<file path="src/rtl/uart_tx_fifo.sv">
// uart_tx_fifo: byte FIFO feeding a UART transmitter.
// Bytes arrive on a valid/ready write port and are presented show-ahead on
// data_out. The head byte is handed to the transmitter (start) on every cycle
// the transmitter reports txe while the FIFO holds data.
// Optional feature macro: UART_TX_FIFO_LEVEL_EN exposes the occupancy count
// on the `level` port. Without it the count stays internal.
module uart_tx_fifo #(
    parameter int DEPTH_LOG2 = 4
) (
    input  logic                clk,
    input  logic                nrst,
    input  logic                wr_valid,
    input  logic [7:0]          wr_data,
    output logic                wr_ready,
    input  logic                txe,
    output logic                start,
    output logic [7:0]          data_out,
    output logic                overflow
`ifdef UART_TX_FIFO_LEVEL_EN
    ,
    output logic [DEPTH_LOG2:0] level
`endif
);

    localparam int DEPTH = 1 << DEPTH_LOG2;
    localparam logic [DEPTH_LOG2:0]   FULL_COUNT = {1'b1, {DEPTH_LOG2{1'b0}}};
    localparam logic [DEPTH_LOG2:0]   CNT_ONE    = {{DEPTH_LOG2{1'b0}}, 1'b1};
    localparam logic [DEPTH_LOG2-1:0] PTR_ONE    = {{(DEPTH_LOG2-1){1'b0}}, 1'b1};

    logic [7:0]            mem_q [DEPTH];
    logic [DEPTH_LOG2-1:0] rd_ptr_q, rd_ptr_d;
    logic [DEPTH_LOG2-1:0] wr_ptr_q, wr_ptr_d;
    logic [DEPTH_LOG2:0]   count_q,  count_d;
    logic                  overflow_q, overflow_d;

    logic empty;
    logic full;
    logic push;
    logic pop;

    // Status flags and handshakes; only registered state and txe feed outputs.
    always_comb begin
        empty    = (count_q == '0);
        full     = (count_q == FULL_COUNT);
        push     = wr_valid && !full;
        pop      = txe && !empty;
        wr_ready = !full;
        start    = pop;
        data_out = empty ? 8'h00 : mem_q[rd_ptr_q];
        overflow = overflow_q;
    end

`ifdef UART_TX_FIFO_LEVEL_EN
    // Occupancy export.
    always_comb begin
        level = count_q;
    end
`endif

    // Next-state for pointers, occupancy and the sticky overflow flag.
    always_comb begin
        rd_ptr_d   = rd_ptr_q;
        wr_ptr_d   = wr_ptr_q;
        count_d    = count_q;
        overflow_d = overflow_q;

        if (push) begin
            wr_ptr_d = wr_ptr_q + PTR_ONE;
        end
        if (pop) begin
            rd_ptr_d = rd_ptr_q + PTR_ONE;
        end

        unique case ({push, pop})
            2'b10:   count_d = count_q + CNT_ONE;
            2'b01:   count_d = count_q - CNT_ONE;
            default: count_d = count_q;
        endcase

        // A write while full is dropped even if a pop frees a slot this cycle.
        if (wr_valid && full) begin
            overflow_d = 1'b1;
        end
    end

    // Control state register with asynchronous active-low reset.
    always_ff @(posedge clk or negedge nrst) begin
        if (!nrst) begin
            rd_ptr_q   <= '0;
            wr_ptr_q   <= '0;
            count_q    <= '0;
            overflow_q <= 1'b0;
        end else begin
            rd_ptr_q   <= rd_ptr_d;
            wr_ptr_q   <= wr_ptr_d;
            count_q    <= count_d;
            overflow_q <= overflow_d;
        end
    end

    // Storage array write; contents are deliberately left unreset.
    always_ff @(posedge clk) begin
        if (push) begin
            mem_q[wr_ptr_q] <= wr_data;
        end
    end

endmodule

</file>
<file path="config.mk">
export PLATFORM = sky130hd
export DESIGN_NAME = uart_tx_fifo
export DESIGN_NICKNAME = d
export VERILOG_FILES = /design/src/rtl/uart_tx_fifo.sv
export SDC_FILE = /design/constraint.sdc
export NUM_CORES = 1
export LEC_CHECK = 0
export CAP_MARGIN = 20
export CORE_UTILIZATION = 45
export DETAILED_ROUTE_END_ITERATION = 8
export SYNTH_ARGS = -nofsm -noshare
export SYNTH_HDL_FRONTEND = slang
export SYNTH_SLANG_ARGS = --single-unit
</file>
<file path="constraint.sdc">
create_clock -name clk -period 3.32 [get_ports clk]
set_input_delay 0.332 -clock clk [delete_from_list [all_inputs] [get_ports clk]]
set_output_delay 0.332 -clock clk [all_outputs]
set_load 0.05 [all_outputs]
</file>
Word level (Yosys, flattened, before mapping)
Memory sizes are Yosys's and may differ from the RTL's.
Cells that the tools add are included.
{"block": "classes", "n_reduce_logical": 7, "n_addsub": 4, "n_mux": 4, "eq_ne": 3}
{"cell": "5-bit case mux with 2 select lines", "count": 1}
{"cell": "4-bit by 1-bit adder with 4-bit output (second input constant)", "count": 2}
{"cell": "8-bit 2-to-1 mux", "count": 1}
{"cell": "5-bit by 1-bit adder with 5-bit output (second input constant)", "count": 1}
{"cell": "5-bit == test (second input constant)", "count": 1}
{"cell": "5-bit zero test", "count": 1}
{"cell": "5-bit by 1-bit subtractor with 5-bit output (second input constant)", "count": 1}
{"cell": "1-bit logical AND", "count": 3}
{"cell": "2-bit by 1-bit == test with 1-bit output (second input constant)", "count": 1}
{"cell": "2-bit == test (second input constant)", "count": 1}
{"cell": "1-bit zero test", "count": 2}
{"cell": "1-bit 2-to-1 mux", "count": 2}
{"cell": "2-bit nonzero test", "count": 1}
{"block": "totals", "ff_bits": 14, "elab_cells": 23, "ram_bits": 128, "inputBits": 12, "out_inout_bits": 11, "mem_count": 1}
{"memory": "mem_q", "words": 16, "word_bits": 8, "rd": 1, "rd_clocked_by_memory_dff": 0, "wr": 1, "line": "30", "rtl": "logic [7:0] mem_q [DEPTH];"}

Logic depth before layout (Yosys ltp)
Gate-level depths: netlist of the first run.
{"block": "depth", "ltp_word": 5, "depth_mapped": 12, "mapped_depth_nobuf": 10}

Worst setup path after synthesis of the first run
No wires, ideal clock.
{"block": "synth_timing", "kind": "register -> register", "startpoint": "register count_q[4]", "endpoint": "register count_q[4]", "slack_ns": 0.304, "arrival_ns": 2.922, "path_stages_with_launch": 12, "cell_sequence": "dfrtp_1 -> clkbuf_2 -> inv_1 -> a21boi_2 -> ha_1 -> buf_2 -> xor2_1 -> ha_1 -> or2_2 -> a31oi_1 -> mux2_2 -> a211oi_1"}
{"block": "synth_between", "elab_chain_len": 5}
{"element": "start, declared", "line": "33", "rtl": "logic [DEPTH_LOG2:0] count_q, count_d;"}
{"element": "start signal, assigned", "line": "96", "rtl": "count_q <= count_d;"}
{"element": "5-bit zero test (*)", "line": "43", "rtl": "empty = (count_q == '0);"}
{"element": "1-bit zero test (*)", "line": "46", "rtl": "pop = txe && !empty;"}
{"element": "1-bit logical AND (*)", "line": "46"}
{"element": "named net start", "line": "16", "rtl": "output logic start,"}
{"element": "2-bit by 1-bit == test with 1-bit output or 2-bit == test (tied branches)", "line": "74", "rtl": "unique case ({push, pop})"}
{"element": "5-bit case mux with 2 select lines or 2-bit nonzero test (tied branches)"}
The timed path passes the listed nets; every way through them passes the cells marked *.
A chain may end at the register's enable or synchronous reset.

Final worst setup path of the first run
{"block": "layout_timing", "startpoint": "register count_q[2]", "endpoint": "register count_q[4]"}
{"block": "layout_between", "elab_chain_len": 5}
{"element": "5-bit == test or 5-bit zero test (tied branches)", "line": "44, 43"}
{"element": "1-bit zero test, on equally long branches", "line": "45, 46"}
{"element": "1-bit logical AND, on equally long branches", "line": "45, 46"}
{"element": "2-bit by 1-bit == test with 1-bit output or 2-bit == test (tied branches)", "line": "74"}
{"element": "5-bit case mux with 2 select lines or 2-bit nonzero test (tied branches)"}
Several ways; a longest one is shown, not always the timed one.

==> qor.txt, run 1 <==
post-synthesis sequential area ratio: 0.706
Overflow after GRT: 0
met3 routed WL: 358 µm
GPL Wtd Cong: 0.740
drt pass-1 iters: 4
first-pass GRT wire length: 17100 µm
remaining routing DRC violations: 0
Area Growth Syn to Fin: 17.3%
Initial Util: 0.467
Reg power frac: 0.370
syn avg cell area: 19.7 µm²
# Max-Cap Violations: 0
fraction of registers with async set/reset: 0.0986
IO Count: 23
P_sw: 2.17 mW
Routed Wire Length: 11300 µm
port bufs: 22
#FFs+latches synth: 142
hpwl dp: 6820 µm
top cell type's share of synthesized area: 0.647
yosys warns: 0
synth top area cells: edfxtp_1, mux4_1, dfrtp_1, mux2i_1, mux4_2
CP Data Arrival Time: 3200 ps
Die ar.: 0.0137 mm²
flop2flop setup slack: 440 ps
Die X: 117 µm
post-synthesis net count: 323
antenna violations before repair: 0
top cells by count, synth: edfxtp_1, mux4_1, mux2i_1, nor2_1, dfrtp_1
RSZ-0062 raised after global routing: no
Overall Power: 6.36 mW
Worst Hold Class: in -> async
post-route clock period utilization: 0.867
Peak VDD IR: 0.000455 V
CP Max Fanout: 7
First DRT Iteration DRCs: 251
layout cells sized above 1: 0.204
antenna-violating nets left: 0
Wirelength per Cell: 21.2 µm
Final Util: 0.548
Synth Flop Type: edfxtp_1
Worst-path clk slew: 60 ps
Max-slew headroom: 0.529
type of origin of the critical path: register
GRT Total Usage: 0.185
clock skew: 7.31 ps
Hold Vio Cnt, Final: 0
# clock sinks: 142
setup tns final: 0 ps
highest routed layer: met4
largest net degree at the start of global routing: 28
Gate Count Post-Synth: 302
status: complete, no violations
Pint: 4.19 mW
hold_buf cts: 0
CTS tree: built
Sw Ratio: 0.341
kind of critical path: reg -> reg
Setup-failing EPs final: 0
Die H: 117 µm
drt via density: 5.41
max-slew violation count: 0
FP Rows: 41
Pleak: 2.46 nW
core box area: 0.0127 mm²
post-CTS sizing: 0
CTS Buf Count: 17
clock network fraction of total power: 0.288
met2 wire length: 5370 µm
area leader, netlist: edfxtp_1
Mapped Area: 0.00594 mm²
clk root buf: clkbuf_16
total number of vias: 2887
clk_lat worst skew: 420 ps
EDFF count, synth: 128
Tmin final: 2880 ps
Setup Buffers After CTS: 0
fmax: 347 MHz
Max H-tree Level: 4
nets: 370
count leader, synth: edfxtp_1
Worst Setup End Kind: register
Distinct cells, synth: 41
Critical Path RT: 3640 ps
number of global-route vias before repair: 2903
clock buffer depth: 2
PD cells: 912 mW/mm²
Ant. Diodes: 0
Comb pwr share: 0.342
wl on met1: 5410 µm
slew of the pin with the lowest slew margin: 704 ps
[state kept, by name (all words and copies together) (netlist names)]
| signal | cells |
|---|---|
| count_q | 5 |
| mem_q | 128 |
| overflow | 1 |
| rd_ptr_q | 4 |
| wr_ptr_q | 4 |
[cells in the final DEF (no fill, tap or decap), types with 3 or more instances in the layout]
cell type          n
clkinv_4           4
xnor2_1            8
nor3_1             6
mux4_1            25
nor2_1            16
mux4_2             7
clkbuf_16         17
nand2_1           13
clkdlybuf4s50_1   14
inv_1              5
buf_4             30
nand2b_1           3
mux2i_1           16
edfxtp_1         128
dfrtp_1           14
ha_1               9
o22ai_1            8
[metal layers]
| layer | vias up | global-route usage |
|---|---|---|
| met3 | 14 | 0.0474 |
| met4 | 0 | 0.0793 |
| met5 | - | 0 |
| li1 | 1326 | - |
| met2 | 58 | 0.285 |
| met1 | 1489 | 0.251 |
[power groups by stage]
stage                     logic (mW)  clock network, mW  registers [mW]
after floorplan                 1.68                  0            2.33
after global placement          2.19                  0            2.38
after detailed placement        2.20                  0            2.39
after CTS                       2.21               1.87            2.35
after global routing            2.31               1.93            2.38
final                           2.18               1.83            2.35
[worst max-delay path: stages (launching register included)]
cell      delay [ps]
dfrtp_1          470
nor4_4           480
a21boi_2         210
ha_1             270
xor2_1           150
ha_1             210
or2_2            290
a31oi_1          180
mux2_2           360
a211oi_1         160
[final timing paths]
kind,from,endpoint,cells past startpoint
worst max register to register,count_q[2],count_q[4],9
max in group asynchronous,nrst,wr_ptr_q[2],1
worst max-delay path,count_q[2],count_q[4],9
worst min register to register,overflow,overflow,1
worst min-delay path,nrst,overflow,1
min in group clk,overflow,overflow,1
[logic make-up after synthesis]
logic type               count (synthesis)  synth area share
multiplexers                            51             0.170
flip-flops                             142             0.706
buffers and inverters                   21            0.0242
AND/OR/NAND/NOR                         47            0.0388
XOR/XNOR                                10            0.0147
adder cells (fa/ha/maj)                  9            0.0190
AO/OA/AOI/OAI                           22            0.0268
[layout make-up]
class	count	area (µm²)
Clock buffer	19	433
Multi-Input combinational cell	139	1600
Fill cell	1032	5750
Tap cell	172	215
Inverter	5	18.8
Sequential cell	142	4190
Timing Repair Buffer	44	365
Clock inverter	13	140
[metrics by stage]
stage | setup WS, ps | instance area, µm² | cells | hold WS, ps
4_1_cts | 446 | 6970 | 534 | 346
3_5_place_dp | 405 | 6390 | 502 | 470
5_1_grt | 272 | 6970 | 534 | 389
2_1_floorplan | 304 | 5940 | 302 | 36.4
3_3_place_gp | 493 | 6390 | 502 | 458
6_report | 442 | 6970 | 534 | 343
Power figures use the tool's default switching activity.
==> run 2, diff against run 1 <==
--- a/config.mk
+++ b/config.mk
@@ -5,9 +5,14 @@
 export SDC_FILE = /design/constraint.sdc
 export NUM_CORES = 1
 export LEC_CHECK = 0
+export ABC_CLOCK_PERIOD_IN_PS = 3320
 export CAP_MARGIN = 20
+export CELL_PAD_IN_SITES_DETAIL_PLACEMENT = 1
+export CELL_PAD_IN_SITES_GLOBAL_PLACEMENT = 1
 export CORE_UTILIZATION = 45
 export DETAILED_ROUTE_END_ITERATION = 8
+export HOLD_SLACK_MARGIN = 0.12
+export PLACE_DENSITY_LB_ADDON = 0.1
 export SYNTH_ARGS = -nofsm -noshare
 export SYNTH_HDL_FRONTEND = slang
 export SYNTH_SLANG_ARGS = --single-unit
==> run 2 against run 1 <==
Net effect:
- setup slack lost 36 ps
- via count increased by 0.90%
- critical path type unchanged
- count of clock-buffer cells in the layout unchanged
- clock power about the same
- combinational power barely moved
- cell count unchanged
==> qor.txt, run 2 (same netlist as run 1, synthesis figures left out) <==
setup tns final: 0 ps (unchanged)
IO Count: 23 (unchanged)
Critical Path RT: 3640 ps (about the same)
FP Rows: 41 (unchanged)
cells on worst reg2reg path: 9 (unchanged)
clock network fraction of total power: 0.290 (+0.002)
Tmin final: 2910 ps (+36.3 ps)
Routed Wire Length: 12100 µm (+6.8%)
Inst Count DP: 503 (+0.20%)
nets: 371 (+0.27%)
Initial Util: 0.467 (unchanged)
Area after DPL: 0.00640 mm² (+0.12%)
Hold Vio Cnt, Final: 0 (unchanged)
Pint: 4.26 mW (+1.7%)
Die H: 117 µm (unchanged)
remaining routing DRC violations: 0 (unchanged)
Layout Cells excl Fill: 534 (unchanged)
worst hold slack: 335 ps (-7.21 ps)
Die ar.: 0.0137 mm² (unchanged)
Pleak: 2.47 nW (+0.40%)
# clock sinks: 142 (unchanged)
core box area: 0.0127 mm² (unchanged)
type of origin of the critical path: register
commonest cells after routing, fill and taps aside: edfxtp_1, buf_4, mux4_1
top flop regs: mem_q (128), count_q (5)
hpwl dp: 7670 µm (+12%)
Overflow after GRT: 0 (unchanged)
fmax: 343 MHz (-1.2%)
Setup-failing EPs final: 0 (unchanged)
Max H-tree Level: 4 (unchanged)
Worst Setup End Kind: register
GPL Wtd Cong: 0.775 (+4.8%)
capture point of the worst reg-to-reg path: count_q[4]
kind of critical path: reg -> reg
CP Data Arrival Time: 3240 ps (+40 ps)
max-slew violation count: 0 (unchanged)
most flop-heavy register: mem_q
wl on met1: 5640 µm (+4.3%)
post-CTS sizing: 0 (unchanged)
clk_lat worst skew: 420 ps (about the same)
Final Cell Area: 0.00698 mm² (+0.18%)
number of global-route vias before repair: 3065 (+5.6%)
Reg-to-Reg Start: count_q[2]
CTS Buf Count: 17 (unchanged)
clock buffer depth: 2 (unchanged)
Worst-path clk slew: 60 ps (about the same)
First DRT Iteration DRCs: 169 (-33%)
PD cells: 920 mW/mm² (+0.83%)
hold_buf cts: 0 (unchanged)
Wirelength per Cell: 22.6 µm (+6.8%)
commonest non-fill, non-tap cell in the layout: edfxtp_1
antenna violations before repair: 0 (unchanged)
Max-slew headroom: 0.494 (-0.0353)
drt via density: 5.46 (+0.90%)
Reg power frac: 0.374 (+0.004)
Comb pwr share: 0.336 (-0.006)
P_sw: 2.16 mW (-0.34%)
status: complete, no violations
RSZ-0062 raised after global routing: no
largest net degree at the start of global routing: 23 (-18%)
Die X: 117 µm (unchanged)
GRT Total Usage: 0.198 (+0.0132)
CP Max Fanout: 7 (unchanged)
crit path from: count_q[2]
Sw Ratio: 0.336 (-0.00454)
Ant. Diodes: 0 (unchanged)
slew of the pin with the lowest slew margin: 759 ps (+55.2 ps)
first-pass GRT wire length: 18200 µm (+6.5%)
met3 routed WL: 223 µm (-38%)
total number of vias: 2913 (+0.90%)
flop2flop setup slack: 410 ps (-40 ps)
layout cells sized above 1: 0.204 (unchanged)
Final Util: 0.549 (+0.000983)
# Max-Cap Violations: 0 (unchanged)
post-route clock period utilization: 0.878 (+0.0109)
antenna-violating nets left: 0 (unchanged)
drt pass-1 iters: 4 (unchanged)
clock skew: 10.2 ps (+2.93 ps)
Setup Buffers After CTS: 0 (unchanged)
Largest register FFs: 128 (unchanged)
CTS tree: built
Area Growth Syn to Fin: 17.5%
met2 wire length: 5980 µm (+11%)
Peak VDD IR: 0.000511 V (+12%)
highest routed layer: met4
port bufs: 22 (unchanged)
Worst Hold Class: in -> async
clk root buf: clkbuf_16
[run 2: layout make-up]
cell class | count | area, µm²
inverters | 5 | 18.8
clock inverters | 12 | 145
fillers | 1197 | 5740
multi-input cells | 139 | 1600
well taps | 172 | 215
flip-flops and latches | 142 | 4190
repair buffers | 45 | 373
clock buffers | 19 | 433
[run 2: worst max-delay path by stage]
stage,cells past startpoint,end
2_1_floorplan,11,count_q[4]
3_5_place_dp,10,count_q[4]
6_report,9,count_q[4]
4_1_cts,9,count_q[4]
3_3_place_gp,10,count_q[4]
5_1_grt,9,count_q[4]
[run 2: power by group through the flow]
stage	combinational, mW	clock (mW)	sequential, mW
after floorplan	1.68	0	2.33
after global placement	2.15	0	2.43
after detailed placement	2.18	0	2.44
after CTS	2.20	1.90	2.41
after global routing	2.30	1.96	2.43
final	2.16	1.86	2.40
[run 2: routing by layer]
metal  GRT usage  up-vias
met5           0        -
met4       0.100        0
met1       0.261     1530
met2       0.318       34
met3      0.0355       21
li1            -     1328
[run 2: per-stage QoR]
stage               total power [mW]  worst slack [ps]
floorplan                       4.01               304
global placement                4.58               472
detailed placement              4.62               373
finish                          6.42               405
global route                    6.69               175
CTS                             6.50               377
[run 2: critical path, cell delays in order (launching register included)]
cell      delay (ps)
dfrtp_1          480
nor4_4           480
a21boi_2         210
ha_1             270
xor2_1           160
ha_1             220
or2_2            290
a31oi_1          190
mux2_2           350
a211oi_1         170
==> run 3, diff against run 2 <==
--- a/config.mk
+++ b/config.mk
@@ -11,6 +11,7 @@
 export CELL_PAD_IN_SITES_GLOBAL_PLACEMENT = 1
 export CORE_UTILIZATION = 45
 export DETAILED_ROUTE_END_ITERATION = 8
+export DONT_BUFFER_PORTS = 1
 export HOLD_SLACK_MARGIN = 0.12
 export PLACE_DENSITY_LB_ADDON = 0.1
 export SYNTH_ARGS = -nofsm -noshare
==> run 3 against run 2 <==
Net effect:
- sequential power about the same
- setup slack better by 32 ps
- clock skew down 6.3 ps
- power down 1.2%
- cell count down 0.56%
- wire length about the same
- maximum frequency up 1.1%
- final area down 0.65%
- via count up 0.27%
==> qor.txt, run 3 (same netlist as run 1, synthesis figures left out) <==
Largest register FFs: 128 (unchanged)
Crit-path slowest cell: nor4_4
max-slew violation count: 0 (unchanged)
Overflow after GRT: 0 (unchanged)
Die X: 117 µm (unchanged)
WP depth: 10 (+1)
kind of critical path: reg -> reg
clock buffer depth: 2 (unchanged)
# clock sinks: 142 (unchanged)
slew of the pin with the lowest slew margin: 748 ps (-11.3 ps)
remaining routing DRC violations: 0 (unchanged)
Routed Wire Length: 12100 µm (about the same)
first-pass GRT wire length: 18200 µm (-0.38%)
GPL Wtd Cong: 0.737 (-4.9%)
CP Max Fanout: 9 (+2)
core box area: 0.0127 mm² (unchanged)
total number of vias: 2921 (+0.27%)
clk_lat worst skew: 410 ps (about the same)
Tmin final: 2880 ps (-32.0 ps)
Setup-failing EPs final: 0 (unchanged)
Wirelength per Cell: 22.8 µm (+0.66%)
Max-slew headroom: 0.501 (+0.00755)
layout cells sized above 1: 0.217 (+0.0129)
Crit path top cell by count: ha_1
commonest non-fill, non-tap cell in the layout: edfxtp_1
RSZ-0062 raised after global routing: no
Critical Path RT: 3640 ps (about the same)
Die H: 117 µm (unchanged)
Final Util: 0.545 (-0.00354)
most flop-heavy register: mem_q
First DRT Iteration DRCs: 178 (+5.3%)
top flop regs: mem_q (128), count_q (5)
setup tns final: 0 ps (unchanged)
# Max-Cap Violations: 0 (unchanged)
Ant. Diodes: 0 (unchanged)
CTS Buf Count: 17 (unchanged)
Max H-tree Level: 4 (unchanged)
fmax: 347 MHz (+1.1%)
Initial Util: 0.467 (unchanged)
CP Cell Sequence: nor4_4 > a21boi_4 > inv_1 > ha_1 > xor2_1 > ha_1 > or2_2 > a31oi_1 > mux2_2 > a211oi_1
crit-path leading delay family: simple AND/OR/NAND/NOR gates
type of origin of the critical path: register
cells on worst reg2reg path: 10 (+1)
Peak VDD IR: 0.000381 V (-25%)
Worst Setup End Kind: register
port bufs: 0 (-100%)
Die ar.: 0.0137 mm² (unchanged)
Worst-path clk slew: 60 ps (about the same)
clk root buf: clkbuf_16
capture point of the worst reg-to-reg path: count_q[4]
Worst Hold Class: in -> reg
CTS tree: built
Area Growth Syn to Fin: 16.8%
commonest cells after routing, fill and taps aside: edfxtp_1, buf_4, mux4_1
crit-path max cell delay: 490 ps (about the same)
antenna violations before repair: 1 (+1)
clock skew: 3.95 ps (-6.29 ps)
GRT Total Usage: 0.197 (-0.000772)
Reg-to-Reg Start: count_q[2]
nets: 367 (-1.1%)
post-route clock period utilization: 0.868 (-0.00965)
crit path from: count_q[2]
Hold Vio Cnt, Final: 0 (unchanged)
Pleak: 2.46 nW (-0.46%)
FP Rows: 41 (unchanged)
IO Count: 23 (unchanged)
drt via density: 5.50 (+0.84%)
drt pass-1 iters: 4 (unchanged)
critical path buffer and inverter count: 1 (+1)
number of global-route vias before repair: 3047 (-0.59%)
hpwl dp: 7490 µm (-2.3%)
CP Data Arrival Time: 3200 ps (-40 ps)
antenna-violating nets left: 0 (unchanged)
CP endpoint: count_q[4]
status: complete, no violations
largest net degree at the start of global routing: 36 (+57%)
PD cells: 915 mW/mm² (-0.55%)
flop2flop setup slack: 440 ps (+30 ps)
run 3: layout make-up:
| type | instances | area (µm²) |
|---|---|---|
| multi-input combinational | 139 | 1600 |
| clock inverter | 15 | 148 |
| inverter | 5 | 18.8 |
| fill | 1173 | 5790 |
| tap | 172 | 215 |
| clock buffer | 17 | 425 |
| sequential | 142 | 4190 |
| timing repair buffer | 41 | 333 |
run 3: worst min path at each step:
stage                     slack (ps)     endpoint  cells after the start  startpoint
after floorplan                   40   count_q[0]                      0        nrst
after global placement            40  wr_ptr_q[1]                      0        nrst
after detailed placement          40  wr_ptr_q[0]                      0        nrst
after CTS                        230  wr_ptr_q[0]                      2    wr_valid
after global routing             240  wr_ptr_q[0]                      2    wr_valid
final                            240  wr_ptr_q[0]                      2    wr_valid
run 3: power by group:
group | switching, mW | total [mW] | internal, mW
Sequential | 0.220 | 2.42 | 2.20
Combinational | 1.24 | 2.11 | 0.871
Clock | 0.719 | 1.82 | 1.10
Total | 2.18 | 6.34 | 4.17
run 3: routing by layer:
| metal | routed length (µm) | GRT usage | vias up |
|---|---|---|---|
| met5 | 15 | 0 | - |
| met4 | 200 | 0.0785 | 2 |
| met3 | 284 | 0.0463 | 22 |
| met2 | 5870 | 0.314 | 37 |
| met1 | 5720 | 0.265 | 1535 |
| li1 | - | - | 1325 |
run 3: worst register-to-register path: stages (launching register included):
cell and delay [ps]:
dfrtp_1 480, nor4_4 490, a21boi_4 170, inv_1 110, ha_1 190, xor2_1 80
ha_1 210, or2_2 300, a31oi_1 220, mux2_2 360, a211oi_1 180
run 3: timing repair:
item,in CTS,in global routing
hold endpoints to repair,143,0
setup buffers,0,0
hold buffers,10,0
resized for setup,0,0
run 3: metrics by stage:
step / area [µm²] / std cells / setup slack, ps / hold WS (ps) / power [mW]
finish: 6940 / 531 / 437 / 240 / 6.34
global route: 6940 / 531 / 213 / 244 / 6.62
CTS: 6940 / 531 / 445 / 228 / 6.41
detailed placement: 6260 / 489 / 437 / 36.7 / 4.56
global placement: 6260 / 489 / 564 / 36.7 / 4.52
floorplan: 5940 / 302 / 304 / 36.4 / 4.01
==> variant: new RTL, config.mk and constraints of run 2 <==
Change the parameter `DEPTH_LOG2` from 4 to 3.
--- a/src/rtl/uart_tx_fifo.sv
+++ b/src/rtl/uart_tx_fifo.sv
@@ -5,7 +5,7 @@
 // Optional feature macro: UART_TX_FIFO_LEVEL_EN exposes the occupancy count
 // on the `level` port. Without it the count stays internal.
 module uart_tx_fifo #(
-    parameter int DEPTH_LOG2 = 4
+    parameter int DEPTH_LOG2 = 3
 ) (
     input  logic                clk,
     input  logic                nrst,
Function: changed (Yosys sat finds a counterexample within 10 cycles, from zero or initial values and one cycle with nrst low).
==> variant against run 2 <==
  * Setup slack worse by 0.038 ns
  * Synthesized cell count fell by 46%
  * Routed wire length is 49% lower
  * Highest routed layer unchanged
  * Synthesized area fell by 48%
  * Sequential cell count shrank 67
  * Count of clock-buffer cells in the layout decreased by 9
  * Final cell count fell by 47%
  * Design area decreased by 47%
  * Critical path depth down 4
  * Power is 43% lower
  * Combinational power shrank 36%
==> variant: results (changes against run 2) <==
----------------------------------------------------
[Run status]
  Outcome ... finished clean (unchanged)

[Clock network]
  Deepest level of the CTS H-tree ... 3 (was 4)
  Clock latency of the later-clocked register in the worst-skew pair ... 0.34 ns (was 0.42 ns)

[Worst setup path]
  Highest cell delay on the worst timing path ... 0.70 ns (was 0.48 ns)
  Largest delay contributor family on the critical path ... buffers and inverters (was simple AND/OR/NAND/NOR gates)
  Slowest stage cell on the critical path ... clkdlybuf4s50_1 (was dfrtp_1)
  Launching element of the worst setup path ... rd_ptr_q[0]$_DFFE_PN0P_ (was count_q[2]$_DFFE_PN0P_)
  Endpoint of the worst-slack reg-to-reg timing path ... count_q[2]$_DFFE_PN0P_ (was count_q[4]$_DFFE_PN0P_)

[Cells and area]
  Total of plain and repair buffers excluding clock buffers ... 32 (was 45)
  Multi-Input Combinational ... 81 (was 139)
  Total of fill cells in the finished design ... 584 (was 1197)
  Final standard cell area without fillers ... 0.00368 mm² (was 0.00698 mm²)
  Clock buffer and inverter area fraction after layout ... 6.52% (was 8.28%)
  Inverter count of the layout excluding clock inverters ... 2 (was 5)
  Number of sequential cells in the layout ... 75 (was 142)

[Detailed routing]
  Number of DRC markers after the initial detailed-route iteration ... 64 (was 169)
  Vias per cell ... 5.54 (was 5.46)

[Logic synthesis]
  Mux share of post-synthesis cell area ... 15.0% (was 17.0%)
  Area share of fa/ha/maj cells after synthesis ... 2.03% (was 1.90%)
  Most numerous cell types in the synthesized netlist ... 64 x edfxtp_1, 16 x mux4_2, 16 x nor2_1 (was 128 x edfxtp_1, 25 x mux4_1, 16 x mux2i_1, 16 x nor2_1, 14 x dfrtp_1)
  Synth Area in Compound Gates ... 1.14% (was 2.68%)
  Number of enable flip-flop cells after synthesis ... 64 (was 128)
  Proportion of register bits with asynchronous set or reset after synthesis ... 14.7% (was 9.86%)
  Xor/xnor cell area share of the yosys netlist ... 2.27% (was 1.47%)
  Netlist cell types ... 31 (was 41)

[Timing]
  Final period util ... 88.9% (was 87.8%)
  Max-slew headroom at the worst pin ... 44.4% (was 49.4%)

[Placed design]
  Hpwl dp ... 3830 µm (was 7670 µm)
  GPL Wtd Cong ... 0.713 (was 0.775)
  Area after DPL ... 0.00344 mm² (was 0.00640 mm²)

[Power and ir drop]
  Leakage power summed over all cells ... 1.30 nW (was 2.47 nW)
  Switch share ... 36.2% (was 33.6%)
  Sequential logic power ... 1.43 mW (was 2.40 mW)
  Clock group share of total power ... 23.0% (was 29.0%)

[Global routing]
  Met1 Resource Use GR ... 25.9% (was 26.1%)
  First-pass GRT wire length ... 9700 µm (was 18200 µm)

[Floorplanning]
  Overall die area ... 0.00718 mm² (was 0.0137 mm²)

----------------------------------------------------
==> variant: cell count changes in the layout (fill, tap and decap cells not counted), sizes merged, moves of 4 or more <==
cell           before  now
clkbuf             19   10
edfxtp            128   64
clkdlybuf4s50      14   22
xnor2               8    3
buf                31   10
mux2i              16    8
o22ai               8    0
inv                 6    2
nor3                6    2
nand2              14    9
mux4               32   16
ha                  9    5
==> variant: stage by stage <==
stage	std cells	hold WS (ns)
floorplan	164	0.0364
detailed placement	267	0.465
global placement	267	0.460
finish	283	0.347
CTS	283	0.359
global route	283	0.380
==> variant: cells by family after synthesis <==
| group | Yosys count |
|---|---|
| simple gates | 37 |
| buf+inv | 8 |
| compound gates | 5 |
| fa+ha+maj | 5 |
| mux | 26 |
| xor+xnor | 8 |
| flops | 75 |
==> variant: layer usage <==
layer / wire length, µm / vias up
li1: - / 710
met2: 3040 / 20
met4: 76 / 0
met3: 103 / 6
met5: 0 / -
met1: 2910 / 832
